$ cat config.mk
export PLATFORM = sky130hd
export DESIGN_NAME = ysyx_24120013_fetch
export DESIGN_NICKNAME = d
export VERILOG_FILES = /design/src/rtl/ysyx_24120013_fetch.sv
export SDC_FILE = /design/constraint.sdc
export NUM_CORES = 1
export LEC_CHECK = 0
export ABC_AREA = 1
export CAP_MARGIN = 20
export CORE_MARGIN = 2
export CORE_UTILIZATION = 45
export DETAILED_ROUTE_END_ITERATION = 8
export PLACE_DENSITY_LB_ADDON = 0.1
export SYNTH_ARGS = -nofsm -noshare
export SYNTH_HDL_FRONTEND = slang
export SYNTH_SLANG_ARGS = --single-unit
$ cat constraint.sdc
create_clock -name clk -period 6.21 [get_ports clk]
set_input_delay 1.242 -clock clk [delete_from_list [all_inputs] [get_ports clk]]
set_output_delay 1.242 -clock clk [all_outputs]
set_load 0.01 [all_outputs]
$ cat src/rtl/ysyx_24120013_fetch.sv
// ysyx_24120013_fetch: instruction fetch stage with single-outstanding memory requests and a small output queue
module ysyx_24120013_fetch #(
  parameter int ADDR_WIDTH = 32,
  parameter int DATA_WIDTH = 32,
  parameter logic [ADDR_WIDTH-1:0] RESET_PC = 32'h8000_0000,
  parameter int QDEPTH = 2
) (
  input  logic                  clk,
  input  logic                  rst,
  input  logic                  redirect_valid,
  input  logic [ADDR_WIDTH-1:0] redirect_pc,
  output logic                  mem_req_valid,
  input  logic                  mem_req_ready,
  output logic [ADDR_WIDTH-1:0] mem_req_addr,
  input  logic                  mem_resp_valid,
  input  logic [DATA_WIDTH-1:0] mem_resp_data,
  input  logic                  mem_resp_err,
  output logic                  out_valid,
  input  logic                  out_ready,
  output logic [ADDR_WIDTH-1:0] out_pc,
  output logic [DATA_WIDTH-1:0] out_inst,
  output logic                  out_fault
);
  localparam int PW = $clog2(QDEPTH);
  typedef enum logic [1:0] {REQ, WAIT, DROP, HALT} state_t;
  state_t state, state_nx;
  logic [ADDR_WIDTH-1:0] fetch_pc, req_pc;
  logic [PW:0] wr_ptr, rd_ptr, count;
  logic [ADDR_WIDTH-1:0] q_pc [QDEPTH];
  logic [DATA_WIDTH-1:0] q_inst [QDEPTH];
  logic [QDEPTH-1:0] q_fault;
  logic full, hs, push, pop;
  assign count = wr_ptr - rd_ptr;
  assign full = count[PW];
  assign mem_req_valid = !rst && state == REQ && !full;
  assign mem_req_addr = fetch_pc;
  assign hs = mem_req_valid && mem_req_ready;
  assign push = state == WAIT && mem_resp_valid;
  assign out_valid = |count;
  assign pop = out_valid && out_ready;
  assign out_pc = q_pc[rd_ptr[PW-1:0]];
  assign out_inst = q_inst[rd_ptr[PW-1:0]];
  assign out_fault = q_fault[rd_ptr[PW-1:0]];
  always_comb begin
    state_nx = state;
    case (state)
      REQ:     state_nx = hs ? (redirect_valid ? DROP : WAIT) : REQ;
      WAIT:    state_nx = mem_resp_valid ? ((mem_resp_err && !redirect_valid) ? HALT : REQ)
                                         : (redirect_valid ? DROP : WAIT);
      DROP:    state_nx = mem_resp_valid ? REQ : DROP;
      HALT:    state_nx = redirect_valid ? REQ : HALT;
      default: state_nx = REQ;
    endcase
  end
  always_ff @(posedge clk or posedge rst) begin
    if (rst) begin
      state <= REQ;
      fetch_pc <= RESET_PC;
      req_pc <= '0;
      wr_ptr <= '0;
      rd_ptr <= '0;
      q_fault <= '0;
      for (int i = 0; i < QDEPTH; i++) begin
        q_pc[i] <= '0;
        q_inst[i] <= '0;
      end
    end else begin
      state <= state_nx;
      if (redirect_valid) fetch_pc <= redirect_pc & ~ADDR_WIDTH'(3);
      else if (hs) fetch_pc <= fetch_pc + ADDR_WIDTH'(4);
      if (hs) req_pc <= fetch_pc;
      // a redirect flushes the queue and discards any coincident push or pop
      if (redirect_valid) begin
        wr_ptr <= '0;
        rd_ptr <= '0;
      end else begin
        if (push) begin
          q_pc[wr_ptr[PW-1:0]] <= req_pc;
          q_inst[wr_ptr[PW-1:0]] <= mem_resp_data;
          q_fault[wr_ptr[PW-1:0]] <= mem_resp_err;
          wr_ptr <= wr_ptr + 1'b1;
        end
        if (pop) rd_ptr <= rd_ptr + 1'b1;
      end
    end
  end
  a_no_overflow: assert property (@(posedge clk) disable iff (rst)
    !(push && !redirect_valid && full && !pop));
endmodule

==> results_dict.tcl <==
set metrics [dict create \
    synth-seq-cells 192 \
    initial_core_util_pct 45.6 \
    fin_util_pct 57.6 \
    coreArea_sq_mm 0.0201 \
    grt.busiest_layer "met2" \
    power_density_mw_per_mm2 405 \
    p_total_mw 4.69 \
    via_count 7320 \
    crit_arrival_ps 2840 \
    min-delay-start "q_pc[16]" \
    die_x_microns 147 \
    use_met2_pct 30.8 \
    use_met1_pct 29.8 \
    num_rows 52 \
    r2r_start "rd_ptr[0]" \
    setup_viol 0 \
    maxSlewViolCount 0 \
    stdcell_count 1513 \
    use_met3_pct 4.47 \
    min_period_over_period_pct 65.7 \
    rr_endpoint "mem_req_addr[3]" \
    first_global_vias 7084 \
    fmax_mhz 245 \
    period_needed_ps 4080 \
    path_max_fanout 40 \
    r2r_setup_slack_ps 2750 \
    cts_root_buffer "clkbuf_16" \
    clk_pin_slew_ps 70 \
    clockBufferDepth 2 \
    via_per_inst 4.84 \
    rsz0062_at_grt "false" \
    fill_cells 1869 \
    worst_pin_slew_ps 965 \
    grt_max_degree 90 \
    drive_gt1_share_pct 9.82 \
    wl_per_cell_microns 14.1 \
    placed_cells 1478 \
    cts_sinks 192 \
    ff_latch_area_sq_mm 0.00481 \
    placed_area_sq_mm 0.0110 \
    preCtsSetupSlack_ps 2150 \
    relSlewSlack_pct 35.7 \
    post-cts-setup-buffers 0 \
    die_height_microns 147 \
    hold_viol_final 0 \
    endpoint_kind "output port" \
    place.gp.congestion 0.924 \
    wirelength_mm 21.3 \
    r2r_cells 10 \
    ioPinCount 170 \
    fin_area_sq_mm 0.0116 \
    hold_buffers 0 \
    cts_made_buffers 17 \
    final_nets 1302 \
    grt-ovfl-total 0 \
    ir_worst_vdd_mv 0.205 \
    drtIter0Drc 337 \
    multi_input_comb_area_sq_mm 0.00363 \
    hold_class "reg2reg" \
    postCtsResizedCells 0 \
    drt_pass1_iterations 5 \
    hold_slack_ps 481 \
    synthCells 1091 \
    status "finished clean" \
    yosysSeqAreaShare_pct 52.4 \
    critPathKind "reg2out" \
    syn_avg_cell_area_sq_um 8.40 \
    syn-cell-area_sq_mm 0.00917 \
    area_growth_pct 26.3 \
    dpl.hpwl_mm 14.2 \
    finalWorstSetupSlack_ps 2130 \
    min_path_cells 2 \
    antenna_found_initial 2 \
    cts_tree "yes" \
    p_leak_nw 5.49 \
    portBuffers 163 \
    grt_pass1_wl_mm 35.7 \
    critPathLaunchType "flop" \
    drc_errors 0 \
    yosys_warnings 0 \
    worstSkewPairLatency_ps 430 \
    synth_cell_types 30 \
    htreeDepth 4 \
    worstPathRequired_ps 4970 \
    die_area_sq_mm 0.0215 \
    grtUsageTotal_pct 20.5 \
    skew_ps 13.6 \
    ant_nets 0 \
    tns_ps 0 \
    whs_endpoint "q_pc[16]" \
    maxCapViolCount 0 \
]
==> area by class of cell <==
cell class	instances	share of cell area, %
clock inverters	15	1.26
clock buffers	17	3.67
diodes	1	0.0216
inverters	123	4.02
flip-flops and latches	192	41.5
repair buffers	173	15.2
multi-input cells	722	31.3
well taps	270	2.92
==> power breakdown <==
group	total (mW)	internal [mW]	switching, mW
Combinational	1.70	0.916	0.785
Clock	1.07	0.566	0.500
Sequential	1.92	1.62	0.301
Total	4.69	3.10	1.59
==> sequential cells by signal, indices dropped and copies added, names as in the netlist <==
signal        flops
mem_req_addr     30
q_fault           2
q_inst           64
q_pc             60
rd_ptr            2
req_pc           30
state             2
wr_ptr            2
==> worst max-delay path, cell delays in order (launching register included) <==
cell and delay (ps):
dfrtp_2 1000, buf_4 510, mux2_2 390, clkdlybuf4s50_1 510
==> cells in the mapped netlist (all sizes together) <==
master	count	area share, %
conb	1	0.041
nand3	63	3.5
nor2	46	2.1
dfstp	1	0.29
xor2	7	0.67
clkbuf	19	0.78
o21ai	174	9.5
ha	2	0.27
nand4	3	0.20
o211ai	3	0.25
a22oi	1	0.14
nand2	350	14
buf	38	2.5
and2	1	0.068
a21oi	1	0.055
dfrtp	191	52
mux2	63	7.7
mux2i	1	0.11
inv	123	5.0
nor3	2	0.11
xnor2	1	0.096
==> cell usage in the layout, fill, tap and decap left out, drive strengths merged, types with 2 or more instances in the layout <==
master           n
buf             10
clkbuf          17
clkdlybuf4s50  163
clkinv           6
conb             4
dfrtp          191
ha               2
inv            130
mux2            63
nand2          350
nand3           63
nand4            3
nor2            46
nor3             2
o211ai           3
o21ai          174
xor2             7
==> kinds of logic (layout without fill, tap and decap cells) <==
kind of cell / after synthesis / count (layout) / share of synthesized area [%]
mux: 64 / 64 / 7.85
buf+inv: 180 / 328 / 8.28
fa+ha+maj: 2 / 2 / 0.273
simple gates: 465 / 465 / 20.4
flops: 192 / 192 / 52.4
other cells: 1 / 5 / 0.0409
compound gates: 179 / 179 / 9.93
xor+xnor: 8 / 8 / 0.764
==> worst max path at each step <==
stage                   start          endpoint  slack [ps]  depth (start not counted)
finish              rd_ptr[0]        out_pc[14]        2130                          3
global route        rd_ptr[0]     mem_req_valid        1960                          8
CTS                 rd_ptr[0]         out_fault        2070                          3
detailed placement        rst     mem_req_valid        2150                          5
global placement          rst     mem_req_valid        2150                          5
floorplan                 rst  mem_req_addr[10]        2490                          1
==> routing by layer <==
layer | wire length (microns) | vias to the layer above
met5 | 0 | -
met4 | 359 | 0
met3 | 1040 | 21
met2 | 9410 | 177
met1 | 10500 | 3377
li1 | - | 3745
No activity file was read; power rests on OpenSTA's default activity.
